--- src/rtl/dmem_access_controller.sv ---
// dmem_access_controller
//   Runs each MEM-stage load or store on a handshaked, variable-latency
//   data-memory port. It freezes the pipeline until the access completes,
//   and it aborts the access with a sticky bus error if the memory never
//   acknowledges.
//
// Ports
//   clk, rst_n          clock (rising edge) and asynchronous active-low reset
//   MemRead, MemWrite   load / store request from EX/MEM (store wins if both)
//   Address, WriteData  effective address and store data
//   mem_ack, mem_rdata  memory completion strobe and load data
//   mem_req, mem_we     registered request and direction (1 = store)
//   mem_addr, mem_wdata registered address and store data
//   ReadData            captured load data for MEM/WB
//   stall               combinational freeze request
//   access_done         one-cycle completion pulse
//   bus_error           sticky timeout flag
//
// Handshake: mem_req rises together with stable mem_addr/mem_we/mem_wdata.
// All of them hold until a cycle in which mem_ack=1 is sampled; that cycle
// completes the transfer. mem_ack is ignored whenever mem_req=0.
module dmem_access_controller #(
  parameter int ADDR_W  = 64,
  parameter int DATA_W  = 64,
  parameter int TIMEOUT = 15
) (
  input  logic              clk,
  input  logic              rst_n,
  input  logic              MemRead,
  input  logic              MemWrite,
  input  logic [ADDR_W-1:0] Address,
  input  logic [DATA_W-1:0] WriteData,
  input  logic              mem_ack,
  input  logic [DATA_W-1:0] mem_rdata,
  output logic              mem_req,
  output logic              mem_we,
  output logic [ADDR_W-1:0] mem_addr,
  output logic [DATA_W-1:0] mem_wdata,
  output logic [DATA_W-1:0] ReadData,
  output logic              stall,
  output logic              access_done,
  output logic              bus_error
);

  typedef enum logic [1:0] {
    ST_IDLE   = 2'd0,
    ST_ACCESS = 2'd1,
    ST_DONE   = 2'd2
  } state_e;

  // Value of the counter in the last ACCESS cycle that is allowed to wait.
  localparam logic [7:0] CNT_LAST = 8'(TIMEOUT - 1);

  state_e              state_q, state_d;
  logic [7:0]          cnt_q, cnt_d;
  logic                req_q, req_d;
  logic                we_q, we_d;
  logic [ADDR_W-1:0]   addr_q, addr_d;
  logic [DATA_W-1:0]   wdata_q, wdata_d;
  logic [DATA_W-1:0]   rdata_q, rdata_d;
  logic                err_q, err_d;

  always_ff @(posedge clk or negedge rst_n) begin
    if (!rst_n) begin
      state_q <= ST_IDLE;
      cnt_q   <= '0;
      req_q   <= 1'b0;
      we_q    <= 1'b0;
      addr_q  <= '0;
      wdata_q <= '0;
      rdata_q <= '0;
      err_q   <= 1'b0;
    end else begin
      state_q <= state_d;
      cnt_q   <= cnt_d;
      req_q   <= req_d;
      we_q    <= we_d;
      addr_q  <= addr_d;
      wdata_q <= wdata_d;
      rdata_q <= rdata_d;
      err_q   <= err_d;
    end
  end

  always_comb begin
    state_d = state_q;
    cnt_d   = cnt_q;
    req_d   = req_q;
    we_d    = we_q;
    addr_d  = addr_q;
    wdata_d = wdata_q;
    rdata_d = rdata_q;
    err_d   = err_q;
    unique case (state_q)
      ST_IDLE: begin
        cnt_d = '0;
        if (MemRead || MemWrite) begin
          addr_d  = Address;
          wdata_d = WriteData;
          we_d    = MemWrite;   // store takes priority over load
          req_d   = 1'b1;
          state_d = ST_ACCESS;
        end
      end
      ST_ACCESS: begin
        cnt_d = cnt_q + 8'd1;
        // A late ack on the expiry cycle still counts as a success.
        if (mem_ack) begin
          req_d = 1'b0;
          if (!we_q) rdata_d = mem_rdata;
          state_d = ST_DONE;
        end else if (cnt_q == CNT_LAST) begin
          req_d = 1'b0;
          err_d = 1'b1;
          if (!we_q) rdata_d = '0;
          state_d = ST_DONE;
        end
      end
      ST_DONE: begin
        // The request inputs here still belong to the completing instruction.
        cnt_d   = '0;
        state_d = ST_IDLE;
      end
      default: begin
        cnt_d   = '0;
        req_d   = 1'b0;
        state_d = ST_IDLE;
      end
    endcase
  end

  assign mem_req     = req_q;
  assign mem_we      = we_q;
  assign mem_addr    = addr_q;
  assign mem_wdata   = wdata_q;
  assign ReadData    = rdata_q;
  assign bus_error   = err_q;
  assign access_done = (state_q == ST_DONE);
  // Gate stall with rst_n so the pipeline is never frozen while in reset.
  assign stall = rst_n &&
                 (((state_q == ST_IDLE) && (MemRead || MemWrite)) ||
                  (state_q == ST_ACCESS));

endmodule

--- config.mk ---
export PLATFORM = sky130hd
export DESIGN_NAME = dmem_access_controller
export DESIGN_NICKNAME = d
export VERILOG_FILES = /design/src/rtl/dmem_access_controller.sv
export SDC_FILE = /design/constraint.sdc
export NUM_CORES = 1
export LEC_CHECK = 0
export ABC_CLOCK_PERIOD_IN_PS = 3300
export BUFFER_PORTS_ARGS = -buffer_cell sky130_fd_sc_hd__buf_2
export CAP_MARGIN = 20
export CORE_AREA = 2 2 154 156
export DETAILED_ROUTE_END_ITERATION = 7
export DIE_AREA = 0 0 156 158
export HOLD_SLACK_MARGIN = 0.08
export PLACE_DENSITY = 0.69
export SLEW_MARGIN = 20
export SYNTH_ARGS = -nofsm -noshare
export SYNTH_HDL_FRONTEND = slang
export SYNTH_SLANG_ARGS = --single-unit
--- constraint.sdc ---
create_clock -name clk -period 3.3 [get_ports clk]
set_input_delay 0.33 -clock clk [delete_from_list [all_inputs] [get_ports clk]]
set_output_delay 0.33 -clock clk [all_outputs]
set_load 0.01 [all_outputs]
==> flow_metrics.py, run 1 <==
metrics = {
    "setup_path": {
        "path_class": "register to register",
        "start_kind": "register",
        "cp_max_fo": 25,
        "end_kind": "register",
        "slowest_stage": "dfrtp_1",
        "r2r_slack_ns": 1.25,
        "crit_arrival_ns": 2.45,
        "critPathMaxStageDelay_ns": 0.47,
        "path_cells": "nor2_1 > o21a_4 > buf_4 > mux2_2",
        "required_ns": 3.70,
    },
    "route": {
        "wirelength_um": 25700,
        "ant_nets": 0,
        "routedWlPerCell_um": 17.2,
        "dr.pass1.iters": 5,
        "route.vias.total": 7333,
        "vias_per_cell": 4.89,
        "drc": 0,
        "drt_iter0_drc": 389,
    },
    "place": {
        "dp_hpwl_um": 15500,
        "dpl_cell_area_sq_um": 10600,
        "io_buffer_count": 393,
        "place_congestion": 0.783,
    },
    "floorplanning": {
        "start_util_pct": 36.5,
        "die_x_um": 156,
        "ios": 394,
        "die_y_um": 158,
        "die_area_sq_um": 24600,
        "coreArea_sq_um": 23100,
        "rows": 56,
    },
    "power": {
        "ir_worst_vdd_v": 0.000556,
        "pwr_density_cell_nw_per_um2": 908,
        "power.leakage_uw": 0.00610,
    },
    "clocking": {
        "cts_tree": "built",
        "cts_setup_buffers": 0,
        "clockBufferDepth": 3,
        "postCtsResizedCells": 0,
        "cts_hold_buf": 192,
        "clkTransAtPathRegs_ns": 0.06,
        "cts.sinks": 205,
        "clock_latency_ns": 0.51,
        "root_buffer": "clkbuf_16",
        "cts_buffers": 23,
        "htreeDepth": 1,
    },
    "cells_and_area": {
        "layout_common_cells": "392 x buf_2, 205 x dfrtp_1, 192 x dlygate4sd3_1",
        "diodes": 0,
        "layout.nets": 1393,
        "layout-drive-gt1-share_pct": 47.3,
        "area_growth_pct": 58.0,
        "fin_area_sq_um": 13300,
        "layout_commonest_cell": "buf_2",
    },
    "global_routing": {
        "grt_pass1_vias": 7804,
        "grt_max_degree": 113,
        "antenna_found_initial": 0,
        "grt_pass1_wl_um": 39600,
        "grt-ovfl-total": 0,
        "grtUsageTotal_pct": 20.0,
    },
    "logic_synthesis": {
        "yosysSeqAreaShare_pct": 61.0,
        "synthCells": 616,
        "syn_nets": 815,
        "ys_types": 34,
        "synth_area_per_cell_sq_um": 13.6,
        "yosys_warnings": 0,
        "synth.cell_area_sq_um": 8410,
        "synth_seq_cells": 205,
    },
    "sta": {
        "hold_violations": 0,
        "setup_viol": 0,
        "rsz0062_at_grt": "no",
        "setup_tns_ns": 0,
        "fin_crit_sh_pct": 62.1,
        "worst_pin_slew_ns": 0.739,
        "final.setup_skew_ns": 0.0110,
        "slew_headroom_pct": 50.7,
        "layout_min_cycle_time_ns": 2.05,
        "fmax_mhz": 488,
        "slew_violations": 0,
    },
    "status": {
        "status": "finished clean",
    },
    "job": {
        "max_cap_violations": 0,
    },
    "worst_hold_path": {
        "min_path_type": "input port to register",
    },
}
-- flip-flops by register name (all words and copies together) (netlist names) --
| register | flops |
|---|---|
| ReadData | 64 |
| bus_error | 1 |
| cnt_q | 8 |
| mem_addr | 64 |
| mem_req | 1 |
| mem_wdata | 64 |
| mem_we | 1 |
| state_q | 2 |
-- metal layers --
layer | vias to the layer above | global-route usage, % | routed length [um]
li1 | 3367 | - | -
met4 | 0 | 8.34 | 989
met1 | 3572 | 21.6 | 9440
met2 | 308 | 37.0 | 13400
met3 | 86 | 5.42 | 1930
met5 | - | 0 | 0
-- metrics by stage --
| stage | hold WS [ns] | power [uW] | instances | util [%] | setup slack (ns) |
|---|---|---|---|---|---|
| global route | 0.102 | 12800 | 1500 | 57.6 | 1.11 |
| detailed placement | 0.298 | 9230 | 1267 | 45.9 | 1.28 |
| global placement | 0.298 | 9080 | 1267 | 45.9 | 1.33 |
| finish | 0.109 | 12100 | 1500 | 57.6 | 1.25 |
| CTS | 0.0821 | 12100 | 1500 | 57.6 | 1.28 |
| floorplan | 0.0344 | 7380 | 616 | - | 1.75 |
-- worst paths after layout --
kind	from	cells past startpoint	end
max	state_q[1]$_DFFE_PN0P_	4	mem_addr[51]$_DFFE_PN0P_
min reg2reg	bus_error$_DFFE_PN0P_	1	bus_error$_DFFE_PN0P_
min in group asynchronous	rst_n	2	mem_addr[58]$_DFFE_PN0P_
min	MemWrite	2	mem_we$_DFFE_PN0P_
max reg2reg	state_q[1]$_DFFE_PN0P_	4	mem_addr[51]$_DFFE_PN0P_
max in group asynchronous	rst_n	3	ReadData[59]$_DFFE_PN0P_
-- cell type report --
class / instances / area [sq um]
well taps: 290 / 363
flip-flops and latches: 205 / 5130
fillers: 1805 / 9770
clock buffers: 36 / 704
clock inverters: 5 / 78.8
inverters: 3 / 11.3
multi-input cells: 365 / 2970
repair buffers: 596 / 4030
-- logic make-up after synthesis --
group	synth area share, %
fa+ha+maj	0.298
compound gates	10.6
buf+inv	3.96
flops	61.0
simple gates	6.67
xor+xnor	0.313
mux	17.1
-- report_power, final --
part | total (uW) | switching [uW] | internal (uW)
Clock | 2640 | 1030 | 1620
Combinational | 4890 | 2380 | 2510
Sequential | 4530 | 774 | 3750
-- Yosys cell counts --
library cell / n / area (sq um)
dfrtp_1: 205 / 5130
mux2_2: 128 / 1440
a22oi_1: 64 / 480
nand2b_1: 64 / 400
o21ai_1: 60 / 300
buf_6: 17 / 191
clkbuf_1: 12 / 45.0
o21ai_0: 8 / 40.0
buf_2: 7 / 35.0
nor2_1: 7 / 26.3
buf_4: 6 / 45.0
nand3_1: 4 / 20.0
a21oi_1: 3 / 15.0
inv_1: 3 / 11.3
o21a_1: 3 / 22.5
or3_1: 3 / 18.8
ha_1: 2 / 25.0
nand2_1: 2 / 7.51
nor2b_1: 2 / 12.5
xor2_1: 2 / 17.5
a21o_1: 1 / 7.51
a221oi_1: 1 / 8.76
a22o_1: 1 / 8.76
clkbuf_2: 1 / 5.00
nand4_1: 1 / 6.26
nand4b_1: 1 / 8.76
nor3_1: 1 / 5.00
nor3b_1: 1 / 7.51
nor4_4: 1 / 21.3
nor4bb_1: 1 / 10.0
o31ai_1: 1 / 7.51
or2b_1: 1 / 7.51
or3b_1: 1 / 8.76
xnor2_1: 1 / 8.76
-- critical path, delay by kind of cell (launching register included) --
kind	cells	cell delay [ns]
AND/OR/NAND/NOR	1	0.28
buffers and inverters	1	0.35
multiplexers	1	0.38
AO/OA/AOI/OAI	1	0.44
flip-flops	1	0.47
(Power assumes the default switching activity.)
==> run 2, diff against run 1 <==
ABC_CLOCK_PERIOD_IN_PS = 1900   (was 3300)
clock period = 1.9 ns   (was 3.3 ns; I/O delays follow)
==> run 2 against run 1 <==
  * Final cell count increased by 0.93%
  * Largest power group unchanged
  * Largest cell class unchanged
  * Sequential cell count did not move
  * Register-to-register slack worse by 1.1 ns
==> flow_metrics.py, run 2 (synthesis gave the netlist of run 1 again) <==
metrics = {
    "setup_path": {
        "worstRegToRegCells": 5,
        "crit_arrival_ns": 2.14,
        "end_kind": "register",
        "crit_path_start": "state_q[1]$_DFFE_PN0P_",
        "r2r_slack_ns": 0.14,
        "path_class": "register to register",
        "rr_startpoint": "state_q[1]$_DFFE_PN0P_",
        "required_ns": 2.28,
        "r2r_end": "ReadData[30]$_DFFE_PN0P_",
        "start_kind": "register",
        "cp_max_fo": 64,
    },
    "sta": {
        "setup_viol": 0,
        "fin_crit_sh_pct": 92.6,
        "fmax_mhz": 569,
        "slew_headroom_pct": 53.7,
        "whs_ns": 0.328,
        "rsz0062_at_grt": "no",
        "fin_ws_ns": 0.141,
        "hold_violations": 0,
        "worst_pin_slew_ns": 0.694,
        "final.setup_skew_ns": 0.0104,
        "layout_min_cycle_time_ns": 1.76,
        "slew_violations": 0,
        "setup_tns_ns": 0,
    },
    "cells_and_area": {
        "layout.nets": 1404,
        "seqCellArea_sq_um": 5130,
        "area_growth_pct": 61.0,
        "layout_common_cells": "392 x buf_2, 205 x dfrtp_1, 197 x dlygate4sd3_1",
        "multi_input_area_sq_um": 2970,
        "stdcell_count": 1514,
        "nFillCells": 1775,
        "layout-drive-gt1-share_pct": 47.7,
        "layout_commonest_cell": "buf_2",
    },
    "power": {
        "ir_worst_vdd_v": 0.00119,
        "power.leakage_uw": 0.00622,
        "power.total_uw": 21700,
        "pwr_density_cell_nw_per_um2": 1600,
    },
    "floorplanning": {
        "coreArea_sq_um": 23100,
        "start_util_pct": 36.5,
        "die_x_um": 156,
        "ios": 394,
        "die_area_sq_um": 24600,
        "die_y_um": 158,
        "rows": 56,
    },
    "clocking": {
        "root_buffer": "clkbuf_16",
        "cts_buffers": 23,
        "clock_latency_ns": 0.51,
        "postCtsResizedCells": 0,
        "htreeDepth": 1,
        "cts_tree": "built",
        "clockBufferDepth": 3,
        "clkTransAtPathRegs_ns": 0.06,
        "cts.sinks": 205,
    },
    "worst_hold_path": {
        "min_path_type": "input port to async pin",
    },
    "place": {
        "place_ws_ns": 0.140,
        "placed_cells": 1273,
        "place_congestion": 0.756,
        "dp_hpwl_um": 15500,
        "io_buffer_count": 393,
    },
    "route": {
        "route.vias.total": 7318,
        "routedWlPerCell_um": 17.1,
        "wirelength_um": 26000,
        "routed-wl-met2_um": 13500,
        "drt_iter0_drc": 504,
        "highest_layer": "met4",
        "wl_met1_um": 9870,
        "vias_per_cell": 4.83,
        "dr.pass1.iters": 5,
        "ant_nets": 0,
        "drc": 0,
        "wl_met3_um": 1840,
    },
    "global_routing": {
        "grt_pass1_vias": 7474,
        "grtUsageTotal_pct": 19.7,
        "grt_pass1_wl_um": 39100,
        "antenna_found_initial": 2,
        "grt-ovfl-total": 0,
        "grt_max_degree": 83,
    },
    "status": {
        "status": "finished clean",
    },
    "job": {
        "max_cap_violations": 0,
    },
}
[run 2: worst max-delay path by stage]
stage,endpoint,slack [ns]
2_1_floorplan,mem_addr[0]$_DFFE_PN0P_,0.35
3_3_place_gp,mem_addr[35]$_DFFE_PN0P_,0.19
3_5_place_dp,mem_addr[31]$_DFFE_PN0P_,0.14
4_1_cts,mem_addr[31]$_DFFE_PN0P_,0.12
5_1_grt,mem_addr[31]$_DFFE_PN0P_,0.02
6_report,ReadData[30]$_DFFE_PN0P_,0.14
[run 2: cell type report]
class,count,area share (%)
Antenna cell,2,0.0370
Sequential cell,205,37.9
Clock buffer,28,4.69
Timing Repair Buffer,607,30.8
Clock inverter,14,1.84
Tap cell,290,2.68
Multi-Input combinational cell,365,21.9
Inverter,3,0.0832
[run 2: layer usage]
metal  track usage [%]  vias to the layer above
met5                 0                        -
met4              7.03                        0
met3              4.79                       50
met2              36.1                      316
met1              22.5                     3564
li1                  -                     3388
[run 2: timing repair]
| action | in CTS | in global routing |
|---|---|---|
| endpoints found under the setup margin | 0 | 0 |
| hold endpoints to repair | 399 | 0 |
| hold buffers | 197 | 0 |
| setup buffers | 0 | 0 |
[run 2: through the flow]
step	cell area, sq um	util (%)
final	13500	58.7
after global placement	10700	46.3
after detailed placement	10700	46.3
after global routing	13500	58.7
after floorplan	8410	-
after CTS	13500	58.7
[run 2: power by group]
group          internal, uW  switching, uW  total, uW  leakage, uW
Clock                  3320           1810       5130     0.000440
Combinational          4500           4200       8690      0.00348
Sequential             6520           1350       7870      0.00229
[run 2: critical path: stages (launching register included)]
cell,delay (ns)
dfrtp_1,0.38
buf_4,0.16
or3b_2,0.50
buf_12,0.21
a22oi_1,0.25
o21ai_1,0.10
==> run 3, diff against run 2 <==
PLACE_DENSITY = 0.65   (was 0.69)
SLEW_MARGIN = 40   (was 20)
==> run 3 against run 2 <==
  * Sequential share of layout area rose by 0.25 points
  * First-iteration DRC count decreased by 28%
  * Cell area down 0.67%
  * Non-clock buffer count shrank 3
  * Core utilization shrank 0.39 points
  * Clock power decreased by 7.2%
  * Routed wire length down 2.2%
  * Power decreased by 2.2%
  * Register-to-register slack barely moved
  * Critical endpoint is now mem_addr[24]$_DFFE_PN0P_
  * Maximum frequency shrank 0.46%
  * Worst hold slack worse by 0.15 ns
==> flow_metrics.py, run 3 (synthesis gave the netlist of run 1 again) <==
metrics = {
    "floorplanning": {
        "ios": 394,
        "die_x_um": 156,
        "start_util_pct": 36.5,
        "die_area_sq_um": 24600,
        "rows": 56,
        "coreArea_sq_um": 23100,
        "die_y_um": 158,
    },
    "power": {
        "power.leakage_uw": 0.00617,
        "pwr_density_cell_nw_per_um2": 1580,
        "ir_worst_vdd_v": 0.000973,
    },
    "clocking": {
        "root_buffer": "clkbuf_16",
        "cts_setup_buffers": 0,
        "cts_buffers": 24,
        "clkTransAtPathRegs_ns": 0.06,
        "cts_tree": "built",
        "clock_latency_ns": 0.52,
        "cts.sinks": 205,
        "clockBufferDepth": 3,
        "postCtsResizedCells": 0,
        "htreeDepth": 1,
        "cts_hold_buf": 196,
    },
    "setup_path": {
        "worst-path-buf-inv": 1,
        "path_cells": "nor2_1 > o21a_4 > buf_12 > mux2_2",
        "worstRegToRegCells": 4,
        "required_ns": 2.28,
        "cp.depth": 4,
        "path_class": "register to register",
        "end_kind": "register",
        "cp_max_fo": 36,
        "start_kind": "register",
        "crit_family": "flip-flops",
        "critPathMaxStageDelay_ns": 0.42,
        "crit_arrival_ns": 2.15,
        "slowest_stage": "dfrtp_1",
    },
    "route": {
        "wirelength_um": 25400,
        "ant_nets": 0,
        "routedWlPerCell_um": 16.8,
        "drc": 0,
        "route.vias.total": 7264,
        "drt_iter0_drc": 364,
        "vias_per_cell": 4.81,
        "dr.pass1.iters": 4,
    },
    "sta": {
        "slew_headroom_pct": 56.7,
        "final.setup_skew_ns": 0.0239,
        "hold_violations": 0,
        "fin_crit_sh_pct": 93.0,
        "rsz0062_at_grt": "no",
        "layout_min_cycle_time_ns": 1.77,
        "setup_viol": 0,
        "worst_pin_slew_ns": 0.650,
        "slew_violations": 0,
        "fmax_mhz": 566,
        "setup_tns_ns": 0,
    },
    "global_routing": {
        "grt_pass1_vias": 7673,
        "grt-ovfl-total": 0,
        "antenna_found_initial": 0,
        "grt_pass1_wl_um": 39700,
        "grtUsageTotal_pct": 20.0,
        "grt_max_degree": 113,
    },
    "place": {
        "dp_hpwl_um": 15600,
        "io_buffer_count": 393,
        "place_congestion": 0.771,
    },
    "cells_and_area": {
        "area_growth_pct": 59.9,
        "post-route-util_pct": 58.3,
        "layout-drive-gt1-share_pct": 47.5,
        "diodes": 0,
        "nFillCells": 1849,
        "layout_commonest_cell": "buf_2",
        "layout_common_cells": "392 x buf_2, 205 x dfrtp_1, 196 x dlygate4sd3_1",
        "layout.nets": 1402,
    },
    "worst_hold_path": {
        "min_path_type": "input port to async pin",
    },
    "job": {
        "max_cap_violations": 0,
    },
    "status": {
        "status": "finished clean",
    },
}
==> run 3: changes by cell type in the layout (fill, tap and decap cells not counted), sizes merged <==
cell	delta
inv	-1
bufinv	-4
diode	-2
dlygate4sd3	-1
buf	-2
clkinvlp	+1
clkbuf	+5
==> run 3: worst reg2reg max path, cell delays in order, from the launching register on <==
cell and delay, ns:
dfrtp_1 0.42, nor2_1 0.27, o21a_4 0.31, buf_12 0.26, mux2_2 0.39
==> run 3: area by class of cell <==
cell class                      instances  area [sq um]  share of cell area [%]
Multi-Input combinational cell        365          2970                    22.1
Clock inverter                         10           128                   0.949
Sequential cell                       205          5130                    38.2
Inverter                                3          11.3                  0.0838
Timing Repair Buffer                  604          4150                    30.9
Clock buffer                           33           696                    5.17
Tap cell                              290           363                    2.70
==> run 3: path summary, 6_finish.rpt <==
check                      slack, ns                       end              startpoint
setup / recovery                0.13  mem_addr[24]$_DFFE_PN0P_  state_q[1]$_DFFE_PN0P_
hold / removal                  0.18  ReadData[41]$_DFFE_PN0P_                   rst_n
setup reg to reg                0.13  mem_addr[24]$_DFFE_PN0P_  state_q[1]$_DFFE_PN0P_
hold reg to reg                 0.45     bus_error$_DFFE_PN0P_   bus_error$_DFFE_PN0P_
max in group asynchronous       0.86  mem_wdata[7]$_DFFE_PN0P_                   rst_n
min in group clk                0.23  ReadData[62]$_DFFE_PN0P_                 mem_ack
==> run 3: layer usage <==
layer / up-vias / global-route usage [%] / wire length (um)
met3: 65 / 4.13 / 1610
met1: 3543 / 23.2 / 9820
li1: 3386 / - / -
met5: - / 0 / 0
met2: 270 / 36.3 / 13100
met4: 0 / 7.65 / 795
==> run 3: per-stage QoR <==
step                instance area, sq um  std cells  hold slack (ns)  worst slack [ns]  power, uW
floorplan                           8410        616           -0.106             0.353      12800
global route                       13400       1510            0.182            0.0148      22600
global placement                   10700       1271           0.0833             0.177      15900
finish                             13400       1510            0.179             0.133      21200
CTS                                13400       1510            0.175             0.123      21400
detailed placement                 10700       1271           0.0801             0.115      16100
==> run 3: where the power goes <==
| group | total, uW | internal [uW] | switching (uW) |
|---|---|---|---|
| clock | 4760 | 2960 | 1800 |
| sequential | 7830 | 6520 | 1310 |
| combinational | 8640 | 4480 | 4160 |
| total | 21200 | 14000 | 7270 |
